[config.mk]
export PLATFORM = sky130hd
export DESIGN_NAME = r3_add_sched
export DESIGN_NICKNAME = d
export VERILOG_FILES = /design/src/rtl/r3_add_sched.sv
export SDC_FILE = /design/constraint.sdc
export NUM_CORES = 1
export LEC_CHECK = 0
export CAP_MARGIN = 20
export CORE_AREA = 4 4 136 138
export CTS_BUF_LIST = sky130_fd_sc_hd__clkbuf_8 sky130_fd_sc_hd__clkbuf_16
export DETAILED_ROUTE_END_ITERATION = 7
export DIE_AREA = 0 0 140 142
export PLACE_DENSITY = 0.85
export SETUP_SLACK_MARGIN = 0.4
export SYNTH_ARGS = -nofsm -noshare
export SYNTH_HDL_FRONTEND = slang
export SYNTH_SLANG_ARGS = --single-unit
[constraint.sdc]
create_clock -name CLK -period 2.7 [get_ports CLK]
set_clock_uncertainty 0.1 [all_clocks]
set_input_delay 0.54 -clock CLK [delete_from_list [all_inputs] [get_ports CLK]]
set_output_delay 0.54 -clock CLK [all_outputs]
set_load 0.01 [all_outputs]
[src/rtl/r3_add_sched.sv]
// r3_add_sched: issues S=x1+x2, D=x1-x2, Y0=x0+S on a shared fixed-latency adder and hands {S,D,Y0} downstream
module r3_add_sched #(
  parameter int LAT = 4
) (
  input  logic        CLK,
  input  logic        RST,
  input  logic        IN_VALID,
  output logic        IN_READY,
  input  logic [32:0] X0F,
  input  logic [32:0] X1F,
  input  logic [32:0] X2F,
  output logic        ADD_GO,
  output logic [23:0] AA,
  output logic [7:0]  AEA,
  output logic        ASA,
  output logic [23:0] BA,
  output logic [7:0]  BEA,
  output logic        BSA,
  input  logic [23:0] RM,
  input  logic [7:0]  RE,
  input  logic        RS,
  output logic        OUT_VALID,
  input  logic        OUT_READY,
  output logic [32:0] SF,
  output logic [32:0] DF,
  output logic [32:0] Y0F
);
  typedef enum logic [2:0] {IDLE, ISS_S, ISS_D, WAIT_S, ISS_X0, WAIT_X0, DONE} state_t;
  state_t st;
  logic [32:0] x0;
  logic [LAT-1:0][1:0] tags;
  logic s_ok;
  logic [1:0] cur_tag, rt;
  logic [32:0] r, s_now;
  always_comb begin
    cur_tag = !ADD_GO ? 2'd0 : st == ISS_S ? 2'd1 : st == ISS_D ? 2'd2 : 2'd3;
    rt = tags[LAT-1];
    r = {RS, RE, RM};
    s_now = rt == 2'd1 ? r : SF;
  end
  always_ff @(posedge CLK) begin
    if (RST) begin
      st <= IDLE;
      IN_READY <= 1'b0;
      ADD_GO <= 1'b0;
      {ASA, AEA, AA} <= '0;
      {BSA, BEA, BA} <= '0;
      OUT_VALID <= 1'b0;
      SF <= '0;
      DF <= '0;
      Y0F <= '0;
      x0 <= '0;
      s_ok <= 1'b0;
      tags <= '0;
    end else begin
      tags[0] <= cur_tag;
      for (int i = 1; i < LAT; i++) tags[i] <= tags[i-1];
      if (rt == 2'd1) SF <= r;
      if (rt == 2'd2) DF <= r;
      if (rt == 2'd3) Y0F <= r;
      if (rt == 2'd1) s_ok <= 1'b1;
      ADD_GO <= 1'b0;
      case (st)
        IDLE: begin
          IN_READY <= 1'b1;
          if (IN_VALID && IN_READY) begin
            x0 <= X0F;
            {ASA, AEA, AA} <= X1F;
            {BSA, BEA, BA} <= X2F;
            ADD_GO <= 1'b1;
            IN_READY <= 1'b0;
            s_ok <= 1'b0;
            st <= ISS_S;
          end
        end
        ISS_S: begin
          BSA <= ~BSA;
          ADD_GO <= 1'b1;
          st <= ISS_D;
        end
        ISS_D, WAIT_S: begin
          // S coming back this cycle is forwarded straight onto the B operand
          if (rt == 2'd1 || s_ok) begin
            {ASA, AEA, AA} <= x0;
            {BSA, BEA, BA} <= s_now;
            ADD_GO <= 1'b1;
            st <= ISS_X0;
          end else st <= WAIT_S;
        end
        ISS_X0: st <= WAIT_X0;
        WAIT_X0: begin
          if (rt == 2'd3) begin
            OUT_VALID <= 1'b1;
            st <= DONE;
          end
        end
        DONE: begin
          if (OUT_READY) begin
            OUT_VALID <= 1'b0;
            IN_READY <= 1'b1;
            st <= IDLE;
          end
        end
        default: st <= IDLE;
      endcase
    end
  end
endmodule

Word-level counts from Yosys, hierarchy flattened
Cells that the tools add are included.
{"block": "classes", "eq_ne": 13, "mux": 38, "n_bitwise": 2, "n_reduce_logical": 16}
{"operator": "24-bit two-way mux", "n": 4}
{"operator": "24-bit case mux with 2 select lines", "n": 2}
{"operator": "33-bit two-way mux", "n": 1}
{"operator": "8-bit two-way mux", "n": 4}
{"operator": "8-bit case mux with 2 select lines", "n": 2}
{"operator": "3-bit case mux with 6 select lines", "n": 1}
{"operator": "1-bit two-way mux", "n": 15}
{"operator": "3-bit two-way mux", "n": 4}
{"operator": "3-bit AND reduction", "n": 4}
{"operator": "3-bit equality test (second input constant)", "n": 3}
{"operator": "2-bit inequality test (second input constant)", "n": 4}
{"operator": "3-bit by 2-bit equality test with 1-bit output (second input constant)", "n": 2}
{"operator": "1-bit case mux with 2 select lines", "n": 3}
{"operator": "1-bit case mux with 3 select lines", "n": 2}
{"operator": "2-bit nonzero test", "n": 3}
{"operator": "2-bit equality test (second input constant)", "n": 2}
{"operator": "2-bit AND reduction", "n": 2}
{"operator": "2-bit OR reduction", "n": 2}
{"operator": "3-bit by 1-bit equality test with 1-bit output (second input constant)", "n": 1}
{"operator": "3-bit zero test", "n": 1}
{"operator": "3-bit nonzero test", "n": 1}
{"operator": "3-bit OR reduction", "n": 1}
{"operator": "2-bit by 1-bit equality test with 1-bit output (second input constant)", "n": 1}
{"operator": "1-bit inverter", "n": 2}
{"operator": "2 further kinds", "n": 2}
{"block": "word_totals", "ff_bits": 213, "out_inout_bits": 168}

Logic depth before layout (Yosys ltp)
Gate-level depths: netlist of the first run.
{"block": "depth", "ltp_word": 4, "depth_mapped": 8}

Least setup slack after synthesis of the first run
No wires, ideal clock.
{"block": "synth_timing", "path_type": "input -> register", "from": "input port IN_VALID", "to": "register BA[14]", "arrival_time_ns": 1.649, "required_ns": 2.468, "path_slack_ns": 0.818, "cell_stages": 7, "cell_sequence": "nand2_1 > or4_4 > buf_6 > buf_2 > buf_1 > nand3_1 > a21oi_1"}
{"block": "synth_via", "elab_chain_len": 3}
{"element": "start: declaration", "line_no": "7", "source": "input logic IN_VALID,"}
{"element": "1-bit logical AND", "line_no": "66", "source": "if (IN_VALID && IN_READY) begin"}
{"element": "2-bit inequality test (no source line)"}
{"element": "3-bit AND reduction (no source line)"}
{"element": "end signal: assignment", "line_no": "85", "source": "{BSA, BEA, BA} <= s_now;"}
{"element": "end: declaration", "line_no": "16", "source": "output logic [23:0] BA,"}
No other way between the ends.
A chain may end at the register's enable or synchronous reset.

Worst setup path in the final report of the first run
{"block": "layout_timing", "from": "register st[2]", "to": "register st[1]"}
{"block": "layout_via", "elab_chain_len": 3, "elab_cells_between_ends": 13, "cone_classes": "eq/ne (9); mux (1); reduce/logical (3)"}
{"element": "start: declaration", "line_no": "29", "source": "state_t st;"}
{"element": "start signal: assignment", "line_no": "43", "source": "st <= IDLE;"}
{"element": "start signal: assignment", "line_no": "73", "source": "st <= ISS_S;"}
{"element": "start signal: assignment", "line_no": "79", "source": "st <= ISS_D;"}
{"element": "3-bit by 2-bit equality test with 1-bit output, or another cell as far along", "line_no": "63", "source": "case (st)"}
{"element": "2-bit OR reduction / 2-bit inequality test (equally long branches)"}
{"element": "3-bit case mux with 6 select lines / 3-bit AND reduction (equally long branches)"}
Parallel ways exist; a longest one is shown, timed or not.

==> results of run 1 <==
synth_stat cells (5+ instances only):
cell      instances  share of area (%)
nand2_1         270                 12
nand3_1          31                1.9
a311oi_1         35                3.7
dfxtp_1         213                 52
a21oi_1         134                8.2
mux2i_1          31                3.8
nand2b_1          5               0.38
buf_2            15               0.92
buf_6             5               0.69
nor3_1           35                2.1
a221o_1          30                3.7
clkbuf_1         58                2.7
nor2_1           65                3.0
buf_1            12               0.55
nor2b_1           9               0.69
cell type report:
class                   count  area share, %
clock buffers              27          5.209
clock inverters            10         0.5581
inverters                   4         0.1240
multi-input cells         675          29.24
flip-flops and latches    213          35.22
well taps                 225          2.326
repair buffers            326          27.32
where the power goes:
group          switching (W)  internal [W]  total (W)
sequential         0.0000894       0.00329    0.00338
clock                0.00121       0.00173    0.00294
combinational       0.000489      0.000540    0.00103
total                0.00178       0.00556    0.00734
state kept, by name (all words and copies together), names as in the netlist, 3 cells and up:
register / count
st: 3
Y0F: 33
AA: 24
BA: 24
tags: 6
DF: 33
x0: 33
SF: 33
AEA: 8
BEA: 8
per-layer routing:
metal	vias to the layer above	global-route usage, %	share of wire, %
li1	3893	-	-
met1	3914	31.19	38
met2	397	45.35	49
met3	56	6.519	10
met4	0	8.567	2.8
met5	-	0	0
metrics by stage:
stage / worst slack [ps] / instances / power (W) / instance area, um2
after floorplan: 818.3 / 983 / 0.003899 / 8192
after global placement: 228.2 / 1443 / 0.004439 / 11410
after detailed placement: 146.4 / 1443 / 0.004458 / 11410
after CTS: 537.1 / 1480 / 0.007379 / 12110
after global routing: 464.1 / 1480 / 0.007591 / 12110
final: 506.7 / 1480 / 0.007344 / 12110
worst max-delay path, delay by kind of cell, from the launching register on:
family | cells | cell delay (ps)
buffers and inverters | 2 | 460
AO/OA/AOI/OAI | 3 | 910
AND/OR/NAND/NOR | 1 | 190
flip-flops | 1 | 470
worst paths after layout:
path         depth (start not counted)            endpoint  slack (ps)
max reg2reg                          6  st[1]$_SDFFE_PP0P_         510
min reg2reg                          1  tags[4]$_SDFF_PP0_         340
max                                  6  st[1]$_SDFFE_PP0P_         510
min                                  1  tags[4]$_SDFF_PP0_         340
cells by family after synthesis:
kind of cell           after synthesis
and+or+nand+nor                    421
AOI/OAI and AO/OA                  221
DFF                                213
buffers and inverters               95
muxes                               33
==> impl_results.md, run 1 <==
* Outcome: completed
* Clk sink count at around 210
* Adder and majority cell fraction of the synthesized area at 0%
* Core Area at about 17000 um2
* Total Wirelength at roughly 28000 um
* Syn avg cell area at approximately 8.3 um2
* DP Wirelength at between 15000 and 20000 um
* Area grow syn2layout at 47.78%
* Warnings from Yosys at 0
* Worst skew pair latency at approximately 500 ps
* CTS resizes at 0
* Largest family of logic cells by synthesized area: simple AND/OR/NAND/NOR gates
* Layout Nets at 1379
* Mux cell area share after synthesis at between 4 and 5%
* Cell Pwr Density at slightly above 600 nW/um2
* Final core occ at 70.48%
* Syn_nets at ~1100
* FMAX at about 460 MHz
* CP Capture Type: register
* Top FF cell, synth: dfxtp_1
* Crit-path cells: buf_4, nand2b_1, buf_4, o31a_1, a2111oi_0, a41o_1
* Synth Area in Compound Gates at between 10% and 20%
* Flop and latch count out of synthesis at between 200 and 250
* Final hold violation count at 0
* HP Start: tags[2]$_SDFF_PP0_
* Crit path time final at roughly 2200 ps
* Boundary pin count at approximately 300
* Antenna cells at 0
* Vias per cell at 5.581
* Critical Path RT at 3040 ps
* Die area at slightly below 20000 um2
* Die Y at approximately 140 um
* Crit path launch: st[2]$_SDFFE_PP0P_
* Fillers at roughly 1300
* Global placer's final weighted congestion at approximately 0.86
* Worst slew pin tran at about 670 ps
* H-tree Lvls at 1
* RSZ-0062 raised after global routing: false
* Worst slew margin at roughly 56%
* Detailed-route wire length per cell at about 19 um
* Syn Std Cell Area at between 8000 and 9000 um2
* Kind of critical path: register to register
* Worst VDD drop at about 0.43 mV
* Remaining Overflow, GRT at 0
* Number of buffers added on ports at 303
* Vias in the first global route at approximately 8000
* Worst hold path type: register to register
* Clock buffer depth at 3
* CTS tree: built
* Starting Density at between 40% and 50%
* Xor and xnor area share after synthesis at 0%
* Async SR Flop Fraction at 0%
* Worst path slowest cell: dfxtp_1
* Synth Area in Simple Gates at between 20% and 30%
* Worst path most repeated cell: buf_4
* Critical Path AT at 2530 ps
* CP max stage delay at 470 ps
* DRC violations left at 0
* Row cnt at 48
* Total GRT Usage at about a quarter
* Vias at just over 8000
* Die outline width at 140 um
* Setup violators final at 0
* Leakage at between 4 and 5 nW
* Commonest non-fill, non-tap cells in the layout: clkdlybuf4s50_1, nand2_1, dfxtp_1, a21oi_1, nor2_1
* Cells after Synth at 983
* Sequential share of the synthesized area at 52.05%
* Netlist cell types at 37
* Setup Buffers After CTS at 0
* Max-Cap Viols at 0
* R2r startpoint: st[2]$_SDFFE_PP0P_
* Fin. max-slew vios at 0
* Final Cycle Share at 81.23%
* CTS clk-pin slew, worst paths at around 60 ps
* CTS Hold Buffers Added at 0
* Pin count of the biggest net entering global routing at between 90 and 100
* DRT iter0 DRCs at 567
* Min Hold Slack at between 300 and 400 ps
* Setup_tns at 0 ps
* First-pass GRT wire length at 42340 um
* Num CTS Buffers at 23
* Routed Antenna Nets at 0
* Commonest non-fill, non-tap cell in the layout: clkdlybuf4s50_1
* CP max FO at 15
* Reg area at between 4000 and 5000 um2
* Detailed Routing Iterations Pass 1 at 5
* Post-synth EDFFs at 0
* Fraction of layout cells with a size suffix above 1 at 5.100%
* Footprint of the multi-input gates at about 3500 um2
* CTS root buf: clkbuf_16
* Initial antenna violation count at 0
* CP Launch Type: register
Note: power is estimated with default switching activity, not from simulation.
==> inputs of run 2 (changes only) <==
Settings changed: CORE_AREA 4 4 136 138 to 4 4 149 151, DIE_AREA 0 0 140 142 to 0 0 153 155, PLACE_DENSITY 0.85 to 0.75.
Clock period 2.7 ns to 1.78 ns, I/O delays scaled along.
==> impl_results.md, run 2 (same netlist as run 1, synthesis figures left out) <==
* Outcome: finished, violations left
* Failing checks: setup timing
* Pin count of the biggest net entering global routing at 89
* Leakage at roughly 5.7 nW
* Remaining Overflow, GRT at 0
* Commonest non-fill, non-tap cells in the layout: nand2_1, buf_6, dfxtp_2, clkdlybuf4s50_1, a21oi_1
* Clock Power Share at approximately 41%
* Initial antenna violation count at 1
* Worst path slowest cell: clkdlybuf4s50_1
* CP max stage delay at about 510 ps
* Setup WS post-layout at -70.75 ps
* Total Wirelength at about 32000 um
* Final hold violation count at 0
* CTS tree: built
* CP Launch Type: input port
* DRT iter0 DRCs at slightly below 500
* Logic pwr share at 17.2%
* Vias at approximately 8800
* Worst slew margin at 71.35%
* Critical Path AT at 2140 ps
* Worst slew pin tran at 429.8 ps
* Reg area at between 4000 and 5000 um2
* CP max FO at 7
* Clock buffer depth at 3
* Final core occ at a little over two thirds
* R2R depth at 7
* Worst skew pair latency at 520 ps
* DP Wirelength at 19580 um
* Fillers at roughly 1500
* Num CTS Buffers at 23
* FMAX at 540.3 MHz
* H-tree Lvls at 1
* Crit path time final at 1851 ps
* Worst VDD drop at 0.8095 mV
* NetSw at a little over 0.003 W
* Footprint of the multi-input gates at 4225 um2
* Detailed-route wire length per cell at 19.80 um
* Fin. max-slew vios at 0
* Area grow syn2layout at 76.49%
* Min Hold Slack at ~140 ps
* RSZ-0062 raised after global routing: true
* Starting Density at between 30% and 40%
* Pwr Total at between 0.01 and 0.015 W
* Number of buffers added on ports at ~300
* Kind of critical path: input port to register
* Worst hold path type: input port to register
* Placed Area at 11760 um2
* Critical Path RT at around 2100 ps
* Commonest non-fill, non-tap cell in the layout: nand2_1
* First-pass GRT wire length at around 44000 um
* CTS Hold Buffers Added at 0
* Sw Share at 25.40%
* Core Area at roughly 21000 um2
* CP Capture Type: register
* Die Y at 155 um
* Total GRT Usage at a little under a quarter
* Vias per cell at between 5 and 6
* Setup violators final at 34
* Final Instance Area at ~14000 um2
* Cell Pwr Density at about 850 nW/um2
* DRC violations left at 0
* Final Cycle Share at 104.0%
* Crit-path cells: clkdlybuf4s50_1, nand2_2, buf_6, nor4_4, buf_4, clkbuf_16, nor3_4, a311oi_1
* Layout Nets at roughly 1500
* Setup_tns at -790.4 ps
* Routed Antenna Nets at 0
* Detailed Routing Iterations Pass 1 at 5
* Global placer's final weighted congestion at approximately 0.82
* CTS clk-pin slew, worst paths at 60 ps
* Row cnt at between 50 and 60
* CTS root buf: clkbuf_16
* Internal power at between 0.009 and 0.01 W
* Boundary pin count at 304
* Die outline width at approximately 150 um
* Die area at roughly 24000 um2
* Fraction of layout cells with a size suffix above 1 at 44.61%
* Vias in the first global route at ~8100
* Clk sink count at about 210
* Max-Cap Viols at 0
* Seq pwr share at a little over two fifths
* Antenna cells at 0
* Hold path depth at 2
==> run 2: final timing paths <==
path                                           end                  start  slack (ps)
worst max-delay path            AA[6]$_SDFFE_PP0P_               IN_VALID         -70
worst min-delay path            x0[1]$_SDFFE_PP0P_                    RST         140
worst max register to register  AA[6]$_SDFFE_PP0P_  IN_READY$_SDFFE_PP0P_         -40
worst min register to register    rt[0]$_SDFF_PP0_     tags[4]$_SDFF_PP0_         340
==> run 2: area by class of cell <==
cell class                 instances  share of cell area, %
clock buffer                      27                  4.362
clock inverter                    15                  1.039
inverter                           4                 0.1039
multi-input combinational        676                  29.23
sequential                       213                  31.16
tap                              275                  2.380
timing repair buffer             428                  31.74
==> run 2: power by group through the flow <==
| stage | combinational [W] | clock, W | sequential [W] |
|---|---|---|---|
| floorplan | 0.000680 | 0 | 0.00526 |
| global placement | 0.00162 | 0 | 0.00519 |
| detailed placement | 0.00164 | 0 | 0.00520 |
| CTS | 0.00172 | 0.00500 | 0.00516 |
| global route | 0.00224 | 0.00525 | 0.00518 |
| finish | 0.00211 | 0.00496 | 0.00516 |
==> run 2: timing repair <==
| item | 4_1_cts | 5_1_grt |
|---|---|---|
| setup endpoints to repair | 296 | 321 |
| resized for setup | 1054 | 160 |
| gates cloned | 0 | 11 |
| buffers inserted | 12 | 49 |
| pin swaps | 40 | 41 |
==> run 2: per-layer routing <==
layer	wire length, um	GRT usage, %
met3	3513	9.096
met4	852	6.279
met1	11940	26.97
met5	13	0
met2	16120	38.93
==> run 2: through the flow <==
stage	cells	setup slack, ps
after floorplan	983	24.74
after global placement	1524	-421.0
after detailed placement	1524	-464.4
after CTS	1578	-6.494
after global routing	1638	-152.2
final	1638	-70.75
==> run 2: worst max-delay path: cells and delay by family <==
kind	cells	cell delay, ps
and+or+nand+nor	3	510
buffers and inverters	4	1030
AOI/OAI and AO/OA	1	250
==> inputs of run 3 (changes only) <==
Settings changed: SETUP_SLACK_MARGIN 0.4 to 0.15.
==> impl_results.md, run 3 (same netlist as run 1, synthesis figures left out) <==
* Routed Antenna Nets at 0
* Vias per cell at around 5.3
* H-tree Lvls at 1
* Remaining Overflow, GRT at 0
* DRC violations left at 0
* Fin. max-slew vios at 0
* Commonest non-fill, non-tap cells in the layout: nand2_1, dfxtp_1, clkdlybuf4s50_1, a21oi_1, dlygate4sd2_1
* Worst slew pin tran at 523.6 ps
* Die Y at about 160 um
* Setup_tns at -38.60 ps
* HP Start: RST
* Number of buffers added on ports at roughly 300
* Global placer's final weighted congestion at 0.8247
* CP Launch Type: register
* Footprint of the multi-input gates at 3680 um2
* CTS root buf: clkbuf_16
* CTS tree: built
* Core Area at roughly 21000 um2
* Detailed Routing Iterations Pass 1 at 6
* Clk sink count at between 200 and 250
* Clock buffer depth at 3
* Hold Path End: DF[27]$_SDFFE_PP0N_
* Crit path time final at ~1800 ps
* Commonest non-fill, non-tap cell in the layout: nand2_1
* Max-Cap Viols at 0
* Kind of critical path: register to register
* Outcome: finished, violations left
* Final Instance Area at approximately 13000 um2
* CTS clk-pin slew, worst paths at around 60 ps
* Placed Area at 11740 um2
* Final core occ at between 60% and 70%
* Pin count of the biggest net entering global routing at approximately 100
* FMAX at roughly 560 MHz
* Total GRT Usage at around 23%
* Boundary pin count at approximately 300
* Fillers at between 1500 and 2000
* Fraction of layout cells with a size suffix above 1 at a little under an eighth
* R2R depth at 8
* First-pass GRT wire length at 44020 um
* Initial antenna violation count at 2
* Total Wirelength at about 30000 um
* Reg area at roughly 4300 um2
* Critical Path RT at approximately 2100 ps
* Area grow syn2layout at 57.74%
* Num CTS Buffers at 23
* Detailed-route wire length per cell at 18.66 um
* CP Capture Type: register
* CP max FO at 9
* Hold path depth at 2
* R2r startpoint: st[2]$_SDFFE_PP0P_
* Worst hold path type: input port to register
* Worst skew pair latency at between 500 and 600 ps
* Worst VDD drop at slightly above 0.6 mV
* Worst R2R End: x0[16]$_SDFFE_PP0P_
* DRT iter0 DRCs at between 600 and 700
* Die outline width at about 150 um
* Starting Density at between 30% and 40%
* Post-Place Setup Slack at -462.5 ps
* Vias in the first global route at 7898
* Final hold violation count at 0
* Layout Nets at ~1400
* Flop-to-flop setup slack at -20 ps
* Critical Path AT at 2120 ps
* Failing checks: setup timing
* Cell Pwr Density at slightly below 900 nW/um2
* Setup WS post-layout at -16.25 ps
* Leakage at ~5.5 nW
* DP Wirelength at 18910 um
* Vias at between 8000 and 9000
* Final Cycle Share at 100.9%
* Setup violators final at 4
* Worst slew margin at around two thirds
* Min Hold Slack at between 60 and 70 ps
* RSZ-0062 raised after global routing: true
* Row cnt at 53
* Die area at around 24000 um2
[run 3: cell types whose count changed in the layout (fill, tap and decap cells not counted), moves of 10 or more]
cell,delta
mux2i_4,-20
mux2i_1,+24
nand2_2,-14
buf_6,-172
dfxtp_1,+164
dlygate4sd2_1,+115
buf_4,-50
nor3_1,+14
nand2_1,+19
clkdlybuf4s15_1,+42
dfxtp_4,-10
dfxtp_2,-154
[run 3: worst max path at each step]
stage | start | endpoint | slack [ps] | cells after the start
after CTS | st[2]$_SDFFE_PP0P_ | BA[7]$_SDFFE_PP0P_ | 20 | 4
after detailed placement | IN_VALID | BA[22]$_SDFFE_PP0P_ | -460 | 6
after global placement | IN_VALID | BA[6]$_SDFFE_PP0P_ | -410 | 6
final | st[2]$_SDFFE_PP0P_ | x0[16]$_SDFFE_PP0P_ | -20 | 8
after global routing | st[2]$_SDFFE_PP0P_ | AA[15]$_SDFFE_PP0P_ | -100 | 7
after floorplan | st[2]$_SDFFE_PP0P_ | BA[18]$_SDFFE_PP0P_ | 20 | 6
[run 3: routing by layer]
metal | routed length, um | GRT usage, % | part of all wire [%]
met3 | 1728 | 3.727 | 5.8
met2 | 14580 | 38.27 | 49
met5 | 0 | 0 | 0
met1 | 12040 | 28.59 | 41
met4 | 1228 | 10.01 | 4.2
[run 3: final cells by class]
cell class / count / share of cell area [%]
clock inverters: 14 / 0.8715
flip-flops and latches: 213 / 33.08
clock buffers: 25 / 4.667
well taps: 275 / 2.663
inverters: 4 / 0.1162
diodes: 2 / 0.03873
repair buffers: 377 / 30.09
multi-input cells: 675 / 28.48
[run 3: through the flow]
stage               cells  total power (W)
global placement     1515         0.006817
global route         1585          0.01188
finish               1585          0.01147
floorplan             983         0.005927
detailed placement   1515         0.006842
CTS                  1567          0.01145
[run 3: what timing repair did]
action | 4_1_cts | 5_1_grt
pin swaps | 17 | 21
gates cloned | 6 | 3
endpoints found under the setup margin | 262 | 142
hold buffers | 0 | 0
endpoints found under the hold margin | 0 | 0
gates resized for setup | 215 | 81
setup buffers | 7 | 13
[run 3: report_power, final]
part           switching [W]  internal (W)
registers           0.000118       0.00498
clock network        0.00189       0.00270
logic               0.000844      0.000936
total                0.00285       0.00862
[run 3: critical path: stages (launching register included)]
cell     delay, ps
dfxtp_2        330
buf_6          150
nor4_4         370
buf_6          230
buf_12         120
buf_16         100
buf_4          110
nand2_1         70
a21oi_2        130
